[config.mk]
export PLATFORM = sky130hd
export DESIGN_NAME = nnrv_reg_wb
export DESIGN_NICKNAME = d
export VERILOG_FILES = /design/src/rtl/nnrv_reg_wb.sv
export SDC_FILE = /design/constraint.sdc
export NUM_CORES = 1
export LEC_CHECK = 0
export ABC_CLOCK_PERIOD_IN_PS = 3900
export CORE_ASPECT_RATIO = 1.2
export CORE_UTILIZATION = 35
export DETAILED_ROUTE_END_ITERATION = 10
export PLACE_DENSITY_LB_ADDON = 0.05
export SLEW_MARGIN = 25
export SYNTH_ARGS = -nofsm -noshare
export SYNTH_HDL_FRONTEND = slang
export SYNTH_HIERARCHICAL = 1
export SYNTH_SLANG_ARGS = --single-unit
export TNS_END_PERCENT = 5
[constraint.sdc]
create_clock -name i_clk -period 3.9 [get_ports i_clk]
set_input_delay 1.17 -clock i_clk [delete_from_list [all_inputs] [get_ports i_clk]]
set_output_delay 1.17 -clock i_clk [all_outputs]
set_load 0.005 [all_outputs]
[src/rtl/nnrv_reg_wb.sv]
// nnrv_reg_wb: integer register-file write-back controller and scoreboard.
// Ports:
//   i_clk / i_rst_n                 clock, asynchronous active-low reset
//   i_alu_valid/_rd/_data           single-cycle ALU result, never stalled
//   i_ld_valid/o_ld_ready/_rd/_data handshaked load / multi-cycle result stream
//   i_rsv_en/i_rsv_rd               destination reservation from issue
//   i_q1/i_q2 -> o_q1/o_q2_busy     scoreboard queries for rs1/rs2
//   o_w_en/o_w/o_w_reg              register file write port (registered)
//   o_waw_err                       pulse on reservation of an already-pending rd
//   o_idle                          nothing pending, nothing buffered, no write

// nnrv_reg_wb_fifo: small generic synchronous FIFO with registered occupancy.
// Latency: a pushed entry is visible at the head the cycle after the push.
// Backpressure: o_full comes from the registered count only; pushes while full are dropped.
module nnrv_reg_wb_fifo #(
  parameter int W     = 37,
  parameter int DEPTH = 2
) (
  input  logic         i_clk,
  input  logic         i_rst_n,
  input  logic         i_push,
  input  logic [W-1:0] i_push_dat,
  input  logic         i_pop,
  output logic [W-1:0] o_head_dat,
  output logic         o_full,
  output logic         o_empty
);

  localparam int AW = (DEPTH > 1) ? $clog2(DEPTH) : 1;
  localparam logic [AW:0] FULL_CNT = (AW + 1)'(DEPTH);

  logic [AW-1:0] wr_ptr_q, wr_ptr_d;
  logic [AW-1:0] rd_ptr_q, rd_ptr_d;
  logic [AW:0]   cnt_q, cnt_d;
  logic [W-1:0]  mem_q [DEPTH];
  logic [W-1:0]  mem_d [DEPTH];
  logic          push_ok;
  logic          pop_ok;

  assign o_full     = (cnt_q == FULL_CNT);
  assign o_empty    = (cnt_q == '0);
  assign o_head_dat = mem_q[rd_ptr_q];
  assign push_ok    = i_push && !o_full;
  assign pop_ok     = i_pop && !o_empty;

  always_comb begin
    wr_ptr_d = wr_ptr_q;
    rd_ptr_d = rd_ptr_q;
    cnt_d    = cnt_q;
    mem_d    = mem_q;
    if (push_ok) begin
      mem_d[wr_ptr_q] = i_push_dat;
      // Power-of-two depth: natural pointer overflow is the modulo wrap.
      wr_ptr_d = wr_ptr_q + 1'b1;
    end
    if (pop_ok) begin
      rd_ptr_d = rd_ptr_q + 1'b1;
    end
    case ({push_ok, pop_ok})
      2'b10:   cnt_d = cnt_q + 1'b1;
      2'b01:   cnt_d = cnt_q - 1'b1;
      default: cnt_d = cnt_q;
    endcase
  end

  always_ff @(posedge i_clk or negedge i_rst_n) begin
    if (!i_rst_n) begin
      wr_ptr_q <= '0;
      rd_ptr_q <= '0;
      cnt_q    <= '0;
      for (int i = 0; i < DEPTH; i++) begin
        mem_q[i] <= '0;
      end
    end else begin
      wr_ptr_q <= wr_ptr_d;
      rd_ptr_q <= rd_ptr_d;
      cnt_q    <= cnt_d;
      mem_q    <= mem_d;
    end
  end

endmodule

// nnrv_reg_wb: merges ALU results and buffered load results onto one write port.
// Latency: selected result appears on o_w_en/o_w/o_w_reg one cycle after selection.
// Backpressure: ALU never stalls and has priority; loads are held off via o_ld_ready.
module nnrv_reg_wb #(
  parameter int XLEN     = 32,
  parameter int REG_NUM  = 32,
  parameter int LD_DEPTH = 2
) (
  input  logic                       i_clk,
  input  logic                       i_rst_n,
  input  logic                       i_alu_valid,
  input  logic [$clog2(REG_NUM)-1:0] i_alu_rd,
  input  logic [XLEN-1:0]            i_alu_data,
  input  logic                       i_ld_valid,
  output logic                       o_ld_ready,
  input  logic [$clog2(REG_NUM)-1:0] i_ld_rd,
  input  logic [XLEN-1:0]            i_ld_data,
  input  logic                       i_rsv_en,
  input  logic [$clog2(REG_NUM)-1:0] i_rsv_rd,
  input  logic [$clog2(REG_NUM)-1:0] i_q1,
  input  logic [$clog2(REG_NUM)-1:0] i_q2,
  output logic                       o_q1_busy,
  output logic                       o_q2_busy,
  output logic                       o_w_en,
  output logic [$clog2(REG_NUM)-1:0] o_w,
  output logic [XLEN-1:0]            o_w_reg,
  output logic                       o_waw_err,
  output logic                       o_idle
);

  localparam int IDX_W = $clog2(REG_NUM);

  typedef struct packed {
    logic [IDX_W-1:0] rd;
    logic [XLEN-1:0]  dat;
  } ld_ent_t;

  ld_ent_t ld_push_ent;
  ld_ent_t ld_head_ent;
  logic    ld_full;
  logic    ld_empty;
  logic    ld_pop;

  logic               alu_sel;
  logic               sel_vld;
  logic [IDX_W-1:0]   sel_rd;
  logic [XLEN-1:0]    sel_dat;
  logic               rsv_ok;
  logic               clr_hit;

  logic               w_en_q, w_en_d;
  logic [IDX_W-1:0]   w_q, w_d;
  logic [XLEN-1:0]    w_reg_q, w_reg_d;
  logic               waw_err_q, waw_err_d;
  logic [REG_NUM-1:0] pending_q, pending_d;

  // ---------------------------------------------------------------------------
  // Load result buffer
  // ---------------------------------------------------------------------------
  assign ld_push_ent = '{rd: i_ld_rd, dat: i_ld_data};

  nnrv_reg_wb_fifo #(
    .W     ($bits(ld_ent_t)),
    .DEPTH (LD_DEPTH)
  ) u_ld_fifo (
    .i_clk      (i_clk),
    .i_rst_n    (i_rst_n),
    .i_push     (i_ld_valid),
    .i_push_dat (ld_push_ent),
    .i_pop      (ld_pop),
    .o_head_dat (ld_head_ent),
    .o_full     (ld_full),
    .o_empty    (ld_empty)
  );

  // Ready depends only on the registered occupancy, so a full FIFO never
  // accepts a push even when it is being drained in the same cycle.
  assign o_ld_ready = !ld_full;

  // ---------------------------------------------------------------------------
  // Arbitration and write port
  // ---------------------------------------------------------------------------
  always_comb begin
    // An x0 ALU result is dropped and leaves the slot free for the FIFO.
    alu_sel = i_alu_valid && (i_alu_rd != '0);
    // The head is popped whenever the ALU does not claim the port; an x0
    // head is consumed without producing a write.
    ld_pop  = !alu_sel && !ld_empty;
    sel_vld = alu_sel || (ld_pop && (ld_head_ent.rd != '0));
    sel_rd  = alu_sel ? i_alu_rd   : ld_head_ent.rd;
    sel_dat = alu_sel ? i_alu_data : ld_head_ent.dat;

    w_en_d  = sel_vld;
    w_d     = sel_vld ? sel_rd  : w_q;
    w_reg_d = sel_vld ? sel_dat : w_reg_q;
  end

  // ---------------------------------------------------------------------------
  // Scoreboard
  // ---------------------------------------------------------------------------
  always_comb begin
    rsv_ok  = i_rsv_en && (i_rsv_rd != '0);
    // The register file captures the write at the end of the o_w_en cycle,
    // so that is the edge where the pending bit is released.
    clr_hit = w_en_q && (w_q == i_rsv_rd);

    pending_d = pending_q;
    if (w_en_q) begin
      pending_d[w_q] = 1'b0;
    end
    // Applied after the clear so a same-edge reservation claims the bit.
    if (rsv_ok) begin
      pending_d[i_rsv_rd] = 1'b1;
    end
    pending_d[0] = 1'b0;

    waw_err_d = rsv_ok && pending_q[i_rsv_rd] && !clr_hit;
  end

  always_ff @(posedge i_clk or negedge i_rst_n) begin
    if (!i_rst_n) begin
      w_en_q    <= 1'b0;
      w_q       <= '0;
      w_reg_q   <= '0;
      waw_err_q <= 1'b0;
      pending_q <= '0;
    end else begin
      w_en_q    <= w_en_d;
      w_q       <= w_d;
      w_reg_q   <= w_reg_d;
      waw_err_q <= waw_err_d;
      pending_q <= pending_d;
    end
  end

  // ---------------------------------------------------------------------------
  // Outputs
  // ---------------------------------------------------------------------------
  assign o_w_en    = w_en_q;
  assign o_w       = w_q;
  assign o_w_reg   = w_reg_q;
  assign o_waw_err = waw_err_q;
  assign o_q1_busy = pending_q[i_q1];
  assign o_q2_busy = pending_q[i_q2];
  assign o_idle    = (pending_q == '0) && ld_empty && !w_en_q;

endmodule
After elaboration in Yosys (flattened, before gate mapping)
Cells that the tools add are included.

Bitwise operators: 5. Multiplexer cells: 21. Eq/ne operators: 4. $add $sub $neg: 4. Order comparisons: 9. Reduce and logical (&&, ||, !) cells: 26.

Operator list (number): 37-bit two-way mux (4); 32-bit two-way mux (3); 74-bit bitwise mux (1); 37-bit demux with 1-bit select (1); 32-bit AND (1); 32-bit logical NOT (1); 32-bit NOT (1); 32-bit bitwise OR (1); 5-bit by 6-bit less-than comparator with 1-bit output, second input constant (4); 1-bit binary-select mux with 5-bit select (3); 5-bit nonzero test (3); 1-bit logical AND (14); 1-bit demux with 5-bit select (2); 5-bit by 1-bit >= comparator with 1-bit output, second input constant (2); 5-bit == test (1); 1-bit logical NOT (5); 1-bit two-way mux (5); 5-bit two-way mux (1); 2-bit == test, second input constant (2); 2-bit >= comparator, second input constant (2); 1-bit NOT with 2-bit output (2); 2-bit case mux with 2 select lines (1); 1-bit adder, second input constant (2); 2-bit by 1-bit adder with 2-bit output, second input constant (1); other kinds (6) (6).

Bits of input ports: 94. Register bits: 148. Output and inout bits: 43.

Longest topological paths before layout
Gate-level depths: netlist (run 1).

Depth after elaboration: 9. Mapped depth: 10.

Cells and area by module
The synthesis (run 1) kept the hierarchy.

By module, submodules not included: nnrv_reg_wb (seq. area each 1751.7 µm², times used 1, area each 4045.1 µm², cells each 404); nnrv_reg_wb_fifo (seq. area each 1951.9 µm², times used 1, area each 3593.4 µm², cells each 215).

Worst setup path after synthesis (run 1)
Ideal clock, no wire load.

Kind: input port to output port. From: in i_q1[0]. To: out o_q1_busy. Stages on the path: 5. Path buffers: 1. Slack: 352 ps. Arrival: 2378 ps. Cell sequence: buf_2 mux4_2 mux2_2 a211oi_1 a21oi_1.

Longest elaborated chain between the ends: 2.

Ends and longest elaborated chain: start: declaration (RTL line 103) `input logic [$clog2(REG_NUM)-1:0] i_q1,`; 1-bit binary-select mux with 5-bit select (RTL line 226) `assign o_q1_busy = pending_q[i_q1];`; 1-bit two-way mux (implied by the code) (RTL line 226); end: declaration (RTL line 105) `output logic o_q1_busy,`.

No other way between the ends. The select of a mux whose other input is x is not followed.

Worst setup path in the final report (run 1)
Ends and elaborated chain as after synthesis.

==> results of run 1 <==
## stage by stage
step	util, %	worst slack (ns)
final	46.94	0.1132
after global routing	46.94	-0.002238
after CTS	46.95	0.01475
after detailed placement	44.01	-0.6087
after global placement	43.88	-0.6027
after floorplan	-	0.3524
## metal layers
metal / wire length (microns) / share of wire [%]
met3: 1039 / 5.2
met4: 269 / 1.3
met5: 0 / 0
met2: 10190 / 51
met1: 8629 / 43
## area by class of cell
type | count | area share (%)
Sequential cell | 148 | 37.25
Inverter | 8 | 0.3019
Clock inverter | 13 | 1.975
Timing Repair Buffer | 162 | 16.09
Multi-Input combinational cell | 421 | 36.68
Clock buffer | 18 | 4.314
Tap cell | 270 | 3.396
## kinds of logic after synthesis
family                     count (synthesis)  synth area share (%)
adders and majority gates                  1                0.1638
AOI/OAI and AO/OA                        123                 8.763
buffers and inverters                     50                 4.046
DFF                                      148                 48.48
and+or+nand+nor                          104                 7.060
xor gates and xnor gates                  10                 1.147
muxes                                    183                 30.34
## cells in the mapped netlist (8+ instances only)
cell type / count / area share [%]
buf_2: 19 / 1.2
clkbuf_1: 11 / 0.54
dfrtp_1: 148 / 48
mux2_2: 79 / 12
mux2_4: 39 / 7.7
mux2i_1: 50 / 6.6
mux4_2: 14 / 4.1
nand2_1: 47 / 2.3
nand3b_1: 10 / 0.98
nor2_1: 11 / 0.54
nor4_1: 8 / 0.66
o21ai_0: 100 / 6.6
## critical path: cells and delay by family
kind / cells / cell delay [ns]
AO/OA/AOI/OAI: 2 / 0.28
multiplexers: 2 / 0.77
buffers and inverters: 2 / 0.39
## power by group through the flow
stage	registers [mW]	logic [mW]	clock network, mW
6_report	3.00	3.24	1.74
5_1_grt	3.12	3.56	1.86
4_1_cts	3.00	3.29	1.78
3_5_place_dp	3.02	3.29	0
3_3_place_gp	2.99	3.18	0
2_1_floorplan	2.72	2.33	0
## worst max-delay path by stage
stage / cells past startpoint / end / slack, ns / from
5_1_grt: 6 / o_q1_busy / -0.002 / i_q1[0]
3_3_place_gp: 6 / o_q1_busy / -0.60 / i_q1[0]
6_report: 6 / o_q1_busy / 0.11 / i_q1[0]
2_1_floorplan: 5 / o_q1_busy / 0.35 / i_q1[0]
4_1_cts: 6 / o_q2_busy / 0.01 / i_q2[0]
3_5_place_dp: 6 / o_q1_busy / -0.61 / i_q1[0]
## timing repair
| action | CTS | global route |
|---|---|---|
| endpoints found under the setup margin | 2 | 3 |
| gates resized for setup | 19 | 3 |
| pin swaps | 0 | 1 |
| hold endpoints to repair | 0 | 0 |
| buffers inserted | 1 | 0 |
==> results.ini, run 1 <==
[power]
total_power_mw = 7.986
switching_share_pct = 32.96
pwr-share-comb_pct = 40.6
p_int_mw = 5.353
leakagePower_nw = 4.203
clockPowerShare_pct = 21.8
pwr-share-seq_pct = 37.6
ir_drop_mv = 0.3372
switchingPower_mw = 2.633
power_density_nw_per_um2 = 802.9

[finish]
antennaDiodeCount = 0
nets = 853
final_cells = 1040
register_area_sq_um = 3705
layout_common_cells = dfrtp_1 (147), clkdlybuf4s50_1 (125), o21ai_0 (100)
layout-drive-gt1-share_pct = 27.01
mostFrequentLayoutCell = dfrtp_1
syn2layout_area_growth_pct = 30.22
multi_input_area_sq_um = 3649
largest_reg_flops = 74
stdcell_area_sq_um = 9947
n_fill_cell = 1944

[global_route]
antenna_found_initial = 0
grt_pass1_wl_microns = 32200
grtUsageMet3_pct = 4.198
grt_pass1_vias = 5874
grtUsageTotal_pct = 18.89
use_met1_pct = 23.73
use_met2_pct = 32.35
top_usage_layer = met2
overflow = 0
grt_max_degree = 86

[placement]
dp_cells = 1008
placed_cell_area_sq_um = 9326
detailed_place_hpwl_microns = 14350
io_buffers = 136
gp_congestion = 0.8401

[floorplan]
placementRows = 58
coreArea_sq_um = 21190
dieWidth_microns = 136.9
start_util_pct = 36.05
die_area_sq_um = 22420
fp.dieH_microns = 163.8
ios = 137

[synthesis]
synthArstFlopShare_pct = 100.0
synth_flop_cell = dfrtp_1
synthesis.nets = 714
synth-seq-cells = 148
syn_area_sq_um = 7639
syn_area_per_cell_sq_um = 12.34
yosysUniqueCellTypes = 44
synth_edf_count = 0
ys_warn_count = 6
yosysSeqAreaShare_pct = 48.48
synthCells = 619

[route]
first_pass_iters = 5
ant_nets = 0
vias = 5482
drc = 0
wl_microns = 20130
wl_per_cell_microns = 19.35
drtIter0Drc = 380
drt-vias-per-instance = 5.271

[run]
maxCapViolations = 0

[hold_path]
hold_class = flop to flop
min-delay-start = u_ld_fifo/mem_q[23]
min_to = u_ld_fifo/mem_q[23]
whs_path_depth = 1

[setup_path]
start_kind = input port
arrival_ns = 2.62
end_kind = output port
r2r-end = o_w[4]
required_ns = 2.73
path_class = input port to output port
cpPeakStageDelay_ns = 0.50
r2r_start = u_ld_fifo/rd_ptr_q
crit_fanout = 4
crit_chain = buf_4, mux4_2, mux2_2, a211oi_1, a21oi_1, dlygate4sd2_1
worstRegToRegCells = 7
ff2ff_setup_slack_ns = 1.54
slowest_stage = mux4_2

[sta]
hold_slack_ns = 0.5030
setup_tns_ns = 0
finalSetupViolations = 0
clock-skew-final_ns = 0.01062
slew_violations = 0
fin_crit_sh_pct = 97.10
fmax_ghz = 0.2641
maxSlewHeadroom_pct = 44.89
worst_pin_slew_ns = 0.8266
rsz0062_at_grt = true
fin_crit_ns = 3.787
hold_violations = 0

[cts]
cts_num_sinks = 148
clk_latency_ns = 0.41
htreeDepth = 4
clk_pin_slew_worst_paths_ns = 0.07
postCtsHoldBufs = 0
cts-root-buf = clkbuf_16
cts_tree = done
cts_made_buffers = 17
cts_buffer_depth = 2

[run_status]
outcome = finished, final reports clean

(Power assumes the default switching activity.)
==> run 2: changes to the inputs <==
--- a/config.mk
+++ b/config.mk
@@ -6,5 +6,6 @@
 export NUM_CORES = 1
 export LEC_CHECK = 0
-export ABC_CLOCK_PERIOD_IN_PS = 3900
+export ABC_CLOCK_PERIOD_IN_PS = 3300
+export CAP_MARGIN = 20
 export CORE_ASPECT_RATIO = 1.2
 export CORE_UTILIZATION = 35
==> constraint.sdc (replaced) <==
create_clock -name i_clk -period 3.3 [get_ports i_clk]
set_input_delay 0.66 -clock i_clk [delete_from_list [all_inputs] [get_ports i_clk]]
set_output_delay 0.66 -clock i_clk [all_outputs]
set_load 0.005 [all_outputs]
==> run 2 against run 1 <==
  * Clock skew up 0.0031 ns
  * Power grew 17%
  * Highest routed layer unchanged
  * Clock power increased by 12%
  * Cell area down 0.86%
  * Sequential share of layout area rose by 0.32 points
==> results.ini, run 2 (synthesized netlist as in run 1, its figures left out) <==
[power]
p_int_mw = 6.209
total_power_mw = 9.312
pwr-share-comb_pct = 41.1
leakagePower_nw = 4.162
switching_share_pct = 33.32
switchingPower_mw = 3.103
clockPowerShare_pct = 20.9
pwr-share-seq_pct = 38.0
power_density_nw_per_um2 = 944.2
ir_drop_mv = 0.4287

[placement]
io_buffers = 136
detailed_place_hpwl_microns = 13890
gp_congestion = 0.8504

[route]
ant_nets = 0
wl_per_cell_microns = 19.23
drt-vias-per-instance = 5.313
drc = 0
vias = 5494
wl_microns = 19880
drtIter0Drc = 325
first_pass_iters = 4

[sta]
worst_pin_slew_ns = 0.9802
fin_crit_sh_pct = 98.26
maxSlewHeadroom_pct = 34.51
slew_violations = 0
finalSetupViolations = 0
hold_violations = 0
fmax_ghz = 0.3084
clock-skew-final_ns = 0.01377
rsz0062_at_grt = false
fin_crit_ns = 3.243

[setup_path]
end_kind = output port
r2r_start = u_ld_fifo/rd_ptr_q
path_class = input port to output port
worstRegToRegCells = 6
crit_fanout = 8
start_kind = input port
r2r-end = o_w_reg[9]
required_ns = 2.64
cp-startpoint = i_q1[3]
arrival_ns = 2.58
ff2ff_setup_slack_ns = 0.93

[global_route]
grt_pass1_vias = 6061
grtUsageTotal_pct = 19.02
grt_pass1_wl_microns = 32400
overflow = 0
antenna_found_initial = 0
grt_max_degree = 97

[finish]
mostFrequentLayoutCell = dfrtp_1
layout-drive-gt1-share_pct = 25.92
largest_reg_flops = 74
nets = 846
post-route-util_pct = 46.54
antennaDiodeCount = 0
layout_common_cells = dfrtp_1 (147), clkdlybuf4s50_1 (129), o21ai_0 (100)
n_fill_cell = 1955
syn2layout_area_growth_pct = 29.11

[cts]
cts_buffer_depth = 2
cts_setup_buffers = 0
cts_made_buffers = 17
post_cts_resized = 5
cts_tree = done
htreeDepth = 4
postCtsHoldBufs = 0
cts_num_sinks = 148
clk_latency_ns = 0.42
cts-root-buf = clkbuf_16
clk_pin_slew_worst_paths_ns = 0.06

[run_status]
outcome = finished, final reports clean

[floorplan]
placementRows = 58
coreArea_sq_um = 21190
fp.dieH_microns = 163.8
start_util_pct = 36.05
dieWidth_microns = 136.9
die_area_sq_um = 22420
ios = 137

[run]
maxCapViolations = 0

[hold_path]
hold_class = input port to asynchronous set/reset pin

[run 2: cell count changes in the layout (fill, tap and decap cells not counted), sizes merged, moves of 3 or more]
cell and change:
clkdlybuf4s50 +4, clkinv +4, dlygate4sd2 -3, buf -9
[run 2: worst max path at each step]
stage | slack (ns) | endpoint | cells past startpoint
6_report | 0.06 | o_q1_busy | 6
4_1_cts | 0.01 | o_q1_busy | 6
5_1_grt | 0.01 | o_q1_busy | 6
3_3_place_gp | -0.18 | o_q1_busy | 6
2_1_floorplan | 0.77 | o_q1_busy | 5
3_5_place_dp | -0.21 | o_q1_busy | 6
[run 2: per-stage QoR]
| step | cell area, sq um | setup WS [ns] | std cells | hold WS (ns) | TNS (ns) |
|---|---|---|---|---|---|
| 2_1_floorplan | 7639 | 0.7724 | 619 | 0.3644 | 0 |
| 3_3_place_gp | 9249 | -0.1803 | 1002 | 0.4837 | -0.3187 |
| 3_5_place_dp | 9249 | -0.2120 | 1002 | 0.4901 | -0.4236 |
| 4_1_cts | 9847 | 0.01459 | 1034 | 0.3675 | 0 |
| 5_1_grt | 9862 | 0.01236 | 1034 | 0.3784 | 0 |
| 6_report | 9862 | 0.05729 | 1034 | 0.3203 | 0 |
[run 2: final cells by class]
cell class / instances / area, sq um / area share [%]
timing repair buffer: 155 / 1535 / 15.57
tap: 270 / 337.8 / 3.426
inverter: 8 / 30.03 / 0.3045
sequential: 148 / 3705 / 37.57
clock buffer: 20 / 456.7 / 4.631
clock inverter: 12 / 143.9 / 1.459
multi-input combinational: 421 / 3654 / 37.05
[run 2: power groups by stage]
stage               clock network [mW]  registers [mW]  logic [mW]
floorplan                            0            3.22        2.75
global placement                     0            3.52        3.79
detailed placement                   0            3.55        3.87
CTS                               2.01            3.53        3.88
global route                      2.09            3.67        4.18
finish                            1.95            3.54        3.83
[run 2: critical path, stage by stage]
cell and delay [ns]:
clkdlybuf4s50_1 0.69, mux4_2 0.37, mux2i_1 0.18, o22a_1 0.17, a21oi_1 0.07, clkdlybuf4s50_1 0.44
[run 2: per-layer routing]
metal  GRT usage (%)  up-vias  routed length (microns)
met5               0        -                        0
met4           7.243        0                      164
met3           4.290       11                      950
met2           31.61      137                    10180
met1           23.97     2831                     8582
li1                -     2515                        -
